==> config.mk <==
export PLATFORM = sky130hd
export DESIGN_NAME = up_counter4
export DESIGN_NICKNAME = d
export VERILOG_FILES = /design/src/rtl/up_counter4.sv
export SDC_FILE = /design/constraint.sdc
export NUM_CORES = 1
export LEC_CHECK = 0
export ABC_CLOCK_PERIOD_IN_PS = 3000
export CORE_AREA = 2 2 39 41
export CTS_CLUSTER_DIAMETER = 150
export DETAILED_ROUTE_END_ITERATION = 10
export DIE_AREA = 0 0 41 43
export SYNTH_ARGS = -nofsm -noshare
export SYNTH_HDL_FRONTEND = slang
export SYNTH_SLANG_ARGS = --single-unit
==> constraint.sdc <==
create_clock -name clk -period 3 [get_ports clk]
set_clock_uncertainty 0.05 [all_clocks]
set_input_delay 0.6 -clock clk [delete_from_list [all_inputs] [get_ports clk]]
set_output_delay 0.6 -clock clk [all_outputs]
set_load 0.02 [all_outputs]
==> src/rtl/up_counter4.sv <==
// up_counter4: free-running WIDTH-bit up counter with synchronous reset,
// synchronous parallel load and a combinational terminal-count flag.
// Port order is kept as data_in, load, clk, reset, count, tc so that older
// positional instantiations still bind correctly.
module up_counter4 #(
  parameter int WIDTH = 4
) (
  input  logic [WIDTH-1:0] data_in,
  input  logic             load,
  input  logic             clk,
  input  logic             reset,
  output logic [WIDTH-1:0] count,
  output logic             tc
);

  localparam logic [WIDTH-1:0] CNT_MAX = {WIDTH{1'b1}};
  localparam logic [WIDTH-1:0] CNT_ONE = WIDTH'(1);

  // Reject widths outside the supported range at elaboration time.
  if (WIDTH < 2 || WIDTH > 16) begin : g_width_chk
    $error("up_counter4: WIDTH must be in 2..16");
  end

  // Counter register. Priority is reset, then load, then increment.
  // The increment wraps naturally at the register width.
  always_ff @(posedge clk) begin
    if (reset)     count <= '0;
    else if (load) count <= data_in;
    else           count <= count + CNT_ONE;
  end

  // Terminal count is decoded from the register only.
  always_comb begin
    tc = (count == CNT_MAX);
  end

endmodule

==> metrics.md, run 1 <==
| Metric | Value |
|---|---|
| Fillcell total | 164 |
| Compound-gate portion of the synthesized area | 0.1987 |
| Post-Synth Adder-Cell Area | 0.06410 |
| H-tree depth | 1 |
| Final period util | 0.7348 |
| RSZ-0062 raised after global routing | false |
| Final wirelength | 472 um |
| Crit end category | output pin |
| # hold bufs at CTS | 0 |
| Inserted Clock Buffers | 3 |
| DR WL/cell | 9.633 um |
| Clock sinks | 4 |
| Fin Hold WS | 0.4751 ns |
| Yosys warning total | 0 |
| Area leader, netlist | dfxtp_1 |
| Drt drc | 0 |
| Final Critical Period | 2.204 ns |
| Initial antenna violation count | 0 |
| Seq cells post-synth | 4 |
| Library cells used by synthesis | 11 |
| P&R area growth vs syn | 78.21% |
| CTS tree | built |
| Row count | 14 |
| Multi-input gate area | 111.4 um^2 |
| Port bufs | 11 |
| Syn_nets | 27 |
| Max IR drop VDD | 0.0001985 V |
| Startpoint types | flop |
| Max-Cap Viols | 0 |
| Crit-path max FO | 5 |
| Core Region | 1384 um^2 |
| Starting density of the core | 0.1410 |
| Slew Viols, Final | 0 |
| Gpl congestion | 0.6862 |
| Fraction of the mapped netlist area in simple logic gates | 0.2115 |
| Num ports | 12 |
| Vias in the first global route | 190 |
| Final Hold Viols | 0 |
| Vias per cell | 4.184 |
| Clock-pin slew on the worst setup and hold paths | 0.04 ns |
| Die Area | 1763 um^2 |
| Sw Share | 0.2637 |
| Synth top area cells | dfxtp_1 (41%), nor2b_1 (13%), a2111oi_2 (7.7%) |
| NetSw | 44.15 uW |
| Vias | 205 |
| Flip-flop and latch area | 80.08 um^2 |
| Outcome | finished, final reports clean |
| Mapped Cells | 19 |
| Die Y-Extent | 43 um |
| First-pass GRT wire length | 703 um |
| Resize count post-CTS | 0 |
| Worst slew pin tran | 0.2762 ns |
| Netlist Area Pre-Place | 195.2 um^2 |
| Commonest cells after routing, fill and taps aside | clkdlybuf4s50_1 (11), nor2b_1 (4), dfxtp_1 (4) |
| Total GRT Usage | 0.06231 |
| Relative slew slack | 0.8146 |
| Mux cell area share after synthesis | 0.05128 |
| WP data required | 2.35 ns |
| Peak Freq | 453.7 MHz |
| Arrival time worst endpoint | 1.55 ns |
| Largest regs | count (4) |
| Clk_lat worst skew | 0.24 ns |
| Min-delay worst type | reg -> reg |
| Final setup fails | 0 |
| Die W | 41 um |
| Largest family of logic cells by synthesized area | simple AND/OR/NAND/NOR gates |
| Static Leak | 0.1379 nW |
| Largest net degree at the start of global routing | 8 |
| Final net count | 43 |
| Synth top area share | 0.4103 |
| Setup repair bufs after CTS | 0 |
| Worst-case clock buffer depth | 2 |
| Comb power frac | 0.208 |
| Setup TNS | 0 ns |
| XOR/XNOR Fraction of Synth Area | 0.04487 |
| Global route total overflow | 0 |
| Cell Pwr Density | 481.3 nW/um^2 |
| Reg with most FFs | count |
| Setup CP Type | reg -> out |
| Share of layout cells above drive strength 1 | 0.1212 |
| Sequential share of the synthesized area | 0.4103 |
| Clock power share | 0.418 |
| Commonest non-fill, non-tap cell in the layout | clkdlybuf4s50_1 |
| CTS Root Cell | clkbuf_4 |
| Detailed Route Iter0 Violations | 5 |
| Pre-Repair DR Iteration Count | 4 |
| Max FFs per register | 4 |
| Pint | 123.3 uW |
| Sequential share of power | 0.374 |
| Synthesized area per cell | 10.27 um^2 |
| Post-DRT Antenna Nets | 0 |
| # diodes | 0 |
-- cells in the mapped netlist --
master and n:
ha_1 1, a2111oi_2 1, dfxtp_1 4, xnor2_1 1, and3_1 2, inv_1 1, nor2b_1 4, mux2i_1 1
nor2_1 1, a311oi_1 1, a211oi_1 2
-- final timing paths --
check	from	end	slack (ns)	cells after the start
setup / recovery	count[0]$_SDFF_PP0_	tc	0.80	3
hold / removal	count[0]$_SDFF_PP0_	count[0]$_SDFF_PP0_	0.48	1
setup reg to reg	count[0]$_SDFF_PP0_	count[2]$_SDFF_PP0_	1.98	3
hold reg to reg	count[0]$_SDFF_PP0_	count[0]$_SDFF_PP0_	0.48	1
-- cells by family after synthesis --
family          count (synthesis)
xor+xnor                        1
simple gates                    7
compound gates                  4
mux                             1
fa+ha+maj                       1
flops                           4
buf+inv                         1
-- per-stage QoR --
stage	setup WS (ns)	total power, mW	instances	util	cell area [um^2]
floorplan	1.407	0.07812	19	-	195.2
global placement	1.053	0.09828	46	0.2351	325.3
detailed placement	1.031	0.09886	46	0.2351	325.3
CTS	0.7744	0.1693	49	0.2514	347.8
global route	0.7204	0.1756	49	0.2514	347.8
finish	0.7957	0.1674	49	0.2514	347.8
-- final cells by class --
class	count	area share
Clock buffer	3	0.06475
Multi-Input combinational cell	14	0.3201
Inverter	1	0.01079
Tap cell	16	0.05755
Timing Repair Buffer	11	0.3165
Sequential cell	4	0.2302
-- power groups by stage --
stage	clock network [mW]	registers (mW)	logic, mW
2_1_floorplan	0	0.0679	0.0102
3_3_place_gp	0	0.0632	0.0350
3_5_place_dp	0	0.0636	0.0353
4_1_cts	0.0712	0.0627	0.0354
5_1_grt	0.0746	0.0631	0.0379
6_report	0.0701	0.0626	0.0348
-- routing by layer --
layer | up-vias | wire, um | GRT usage
met4 | 0 | 0 | 0.02000
met3 | 0 | 43 | 0.04712
met1 | 96 | 232 | 0.07742
met2 | 11 | 197 | 0.08125
met5 | - | 0 | 0
li1 | 98 | - | -
-- worst max-delay path, stage by stage, from the launching register on --
cell	delay, ns
dfxtp_1	0.38
ha_1	0.20
and3_1	0.15
clkdlybuf4s50_1	0.59
No activity file was read; power rests on OpenSTA's default activity.
==> run 2, diff against run 1 <==
ABC_CLOCK_PERIOD_IN_PS = 1900   (was 3000)
clock period = 1.9 ns   (was 3 ns; I/O delays follow)
==> run 2 against run 1 <==
Net effect: critical path depth is the same; largest cell class unchanged; sequential share of layout area grew 0.083 points; total power grew 55%.
==> metrics.md, run 2 (synthesis results as in run 1) <==
| Metric | Value |
|---|---|
| Port bufs | 11 (unchanged) |
| Relative slew slack | 0.7940 (-0.02057) |
| P&R area growth vs syn | 77.56% |
| Pre-Repair DR Iteration Count | 2 (-2) |
| Cell Pwr Density | 750.1 nW/um^2 (+56%) |
| CTS tree | built |
| Initial antenna violation count | 0 (unchanged) |
| CP Cell Sequence | ha_1, and3_1, dlygate4sd2_1 |
| Min-delay worst type | reg -> reg |
| Static Leak | 0.1427 nW (+3.5%) |
| Reg2reg path depth | 3 (unchanged) |
| Clock sinks | 4 (unchanged) |
| Num ports | 12 (unchanged) |
| Final period util | 0.9040 |
| Vias per cell | 3.980 (-4.9%) |
| Fillcell total | 159 (-3.0%) |
| Die Y-Extent | 43 um (unchanged) |
| Die W | 41 um (unchanged) |
| Buffers & Inverters on Critical Path | 1 (unchanged) |
| Row count | 14 (unchanged) |
| # diodes | 0 (unchanged) |
| Worst reg2reg setup slack | 0.85 ns (-1.13 ns) |
| # hold bufs at CTS | 0 (unchanged) |
| Final Critical Period | 1.718 ns |
| Final Hold Viols | 0 (unchanged) |
| Crit end category | output pin |
| Outcome | finished, final reports clean |
| Setup CP Type | reg -> out |
| Commonest cells after routing, fill and taps aside | clkdlybuf4s50_1 (10), nor2b_1 (4), dfxtp_1 (4) |
| Multi-input gate area | 111.4 um^2 (unchanged) |
| Startpoint types | flop |
| WP data required | 1.47 ns (-0.88 ns) |
| Setup WS pre-CTS | 0.1426 ns (-0.8882 ns) |
| Core Region | 1384 um^2 (unchanged) |
| Flip-flop and latch area | 80.08 um^2 (unchanged) |
| Total power | 260.0 uW (+55%) |
| Fin area | 346.6 um^2 (-0.36%) |
| Final wirelength | 461 um (-2.3%) |
| Detailed Route Iter0 Violations | 2 (-3) |
| Max FFs per register | 4 (unchanged) |
| Resize count post-CTS | 1 (+1) |
| Setup repair bufs after CTS | 0 (unchanged) |
| WP depth | 3 (unchanged) |
| Crit-path max FO | 5 (unchanged) |
| Vias in the first global route | 185 (-2.6%) |
| Max-Cap Viols | 0 (unchanged) |
| First-pass GRT wire length | 683 um (-2.8%) |
| Setup TNS | 0 ns (unchanged) |
| Final net count | 43 (unchanged) |
| Reg-to-Reg Start | count[0]$_SDFF_PP0_ |
| Placed cells | 46 (unchanged) |
| Largest regs | count (4) |
| Arrival time worst endpoint | 1.29 ns (-0.26 ns) |
| Share of layout cells above drive strength 1 | 0.1212 (unchanged) |
| Hold path cells | 1 (unchanged) |
| Final core utilization | 0.2505 (-0.0009040) |
| Met3 routed WL | 47 um (+9.3%) |
| Final setup fails | 0 (unchanged) |
| Gpl congestion | 0.6563 (-4.4%) |
| Reg2reg end | count[2]$_SDFF_PP0_ |
| Reg with most FFs | count |
| Total GRT Usage | 0.06520 (+0.002884) |
| Worst-case clock buffer depth | 2 (unchanged) |
| H-tree depth | 1 (unchanged) |
| CP max stage cell | dfxtp_1 |
| Highest routed layer | met4 |
| Worst slew pin tran | 0.3069 ns (+0.03065 ns) |
| Peak Freq | 582.2 MHz |
| Global route total overflow | 0 (unchanged) |
| Largest net degree at the start of global routing | 8 (unchanged) |
| CTS Root Cell | clkbuf_4 |
| Post-DRT Antenna Nets | 0 (unchanged) |
| RSZ-0062 raised after global routing | false |
| Die Area | 1763 um^2 (unchanged) |
| Hold Path Origin | count[0]$_SDFF_PP0_ |
| Starting density of the core | 0.1410 (unchanged) |
| Max IR drop VDD | 0.0002020 V (+1.8%) |
| Detailed placement HPWL | 356.1 um |
| DR WL/cell | 9.408 um (-2.3%) |
| Drt drc | 0 (unchanged) |
| Clk_lat worst skew | 0.23 ns (about the same) |
| Vias | 195 (-4.9%) |
| Clock-pin slew on the worst setup and hold paths | 0.04 ns (about the same) |
| Setup WS post-layout | 0.1824 ns (-0.6132 ns) |
| Commonest non-fill, non-tap cell in the layout | clkdlybuf4s50_1 |
| Setup crit start | count[0]$_SDFF_PP0_ |
| Inserted Clock Buffers | 3 (unchanged) |
| Slew Viols, Final | 0 (unchanged) |
| Fin Hold WS | 0.4863 ns (+0.01124 ns) |
| Cell family with most CP delay | flip-flops |
| Worst Setup EP | tc |
| Metal2 WL | 184 um (-6.6%) |
| Post-Place Cell Area | 325.3 um^2 (unchanged) |
| Post-layout instance count excluding filler cells | 49 (unchanged) |
| Critical Path Max Stage Delay | 0.39 ns (-0.20 ns) |
| M1 WL | 218 um (-6.0%) |
[run 2: changes by cell type in the layout (fill, tap and decap cells not counted)]
cell	previous run	this run
clkdlybuf4s50_1	11	10
dlygate4sd2_1	0	1
[run 2: worst min path at each step]
stage / endpoint / slack, ns
floorplan: count[3]$_SDFF_PP0_ / 0.40
global placement: count[0]$_SDFF_PP0_ / 0.49
detailed placement: count[0]$_SDFF_PP0_ / 0.48
CTS: count[0]$_SDFF_PP0_ / 0.49
global route: count[0]$_SDFF_PP0_ / 0.53
finish: count[0]$_SDFF_PP0_ / 0.49
[run 2: cell type report]
cell class / instances / share of cell area
inverter: 1 / 0.01083
timing repair buffer: 11 / 0.3141
clock buffer: 3 / 0.06498
sequential: 4 / 0.2310
tap: 16 / 0.05776
multi-input combinational: 14 / 0.3213
[run 2: where the power goes]
group          internal (mW)  switching, mW
clock                 0.0707         0.0350
sequential            0.0914        0.00701
combinational         0.0325         0.0234
[run 2: routing by layer]
| metal | global-route usage | vias up |
|---|---|---|
| met5 | 0 | - |
| met4 | 0.08000 | 0 |
| met2 | 0.06875 | 9 |
| met3 | 0.03141 | 2 |
| met1 | 0.08013 | 85 |
| li1 | - | 99 |
==> run 3, diff against run 2 <==
CTS_CLUSTER_SIZE = 8   (was default)
==> results of run 3 <==
The final DEF is identical to that of run 2; final timing and power are the same.
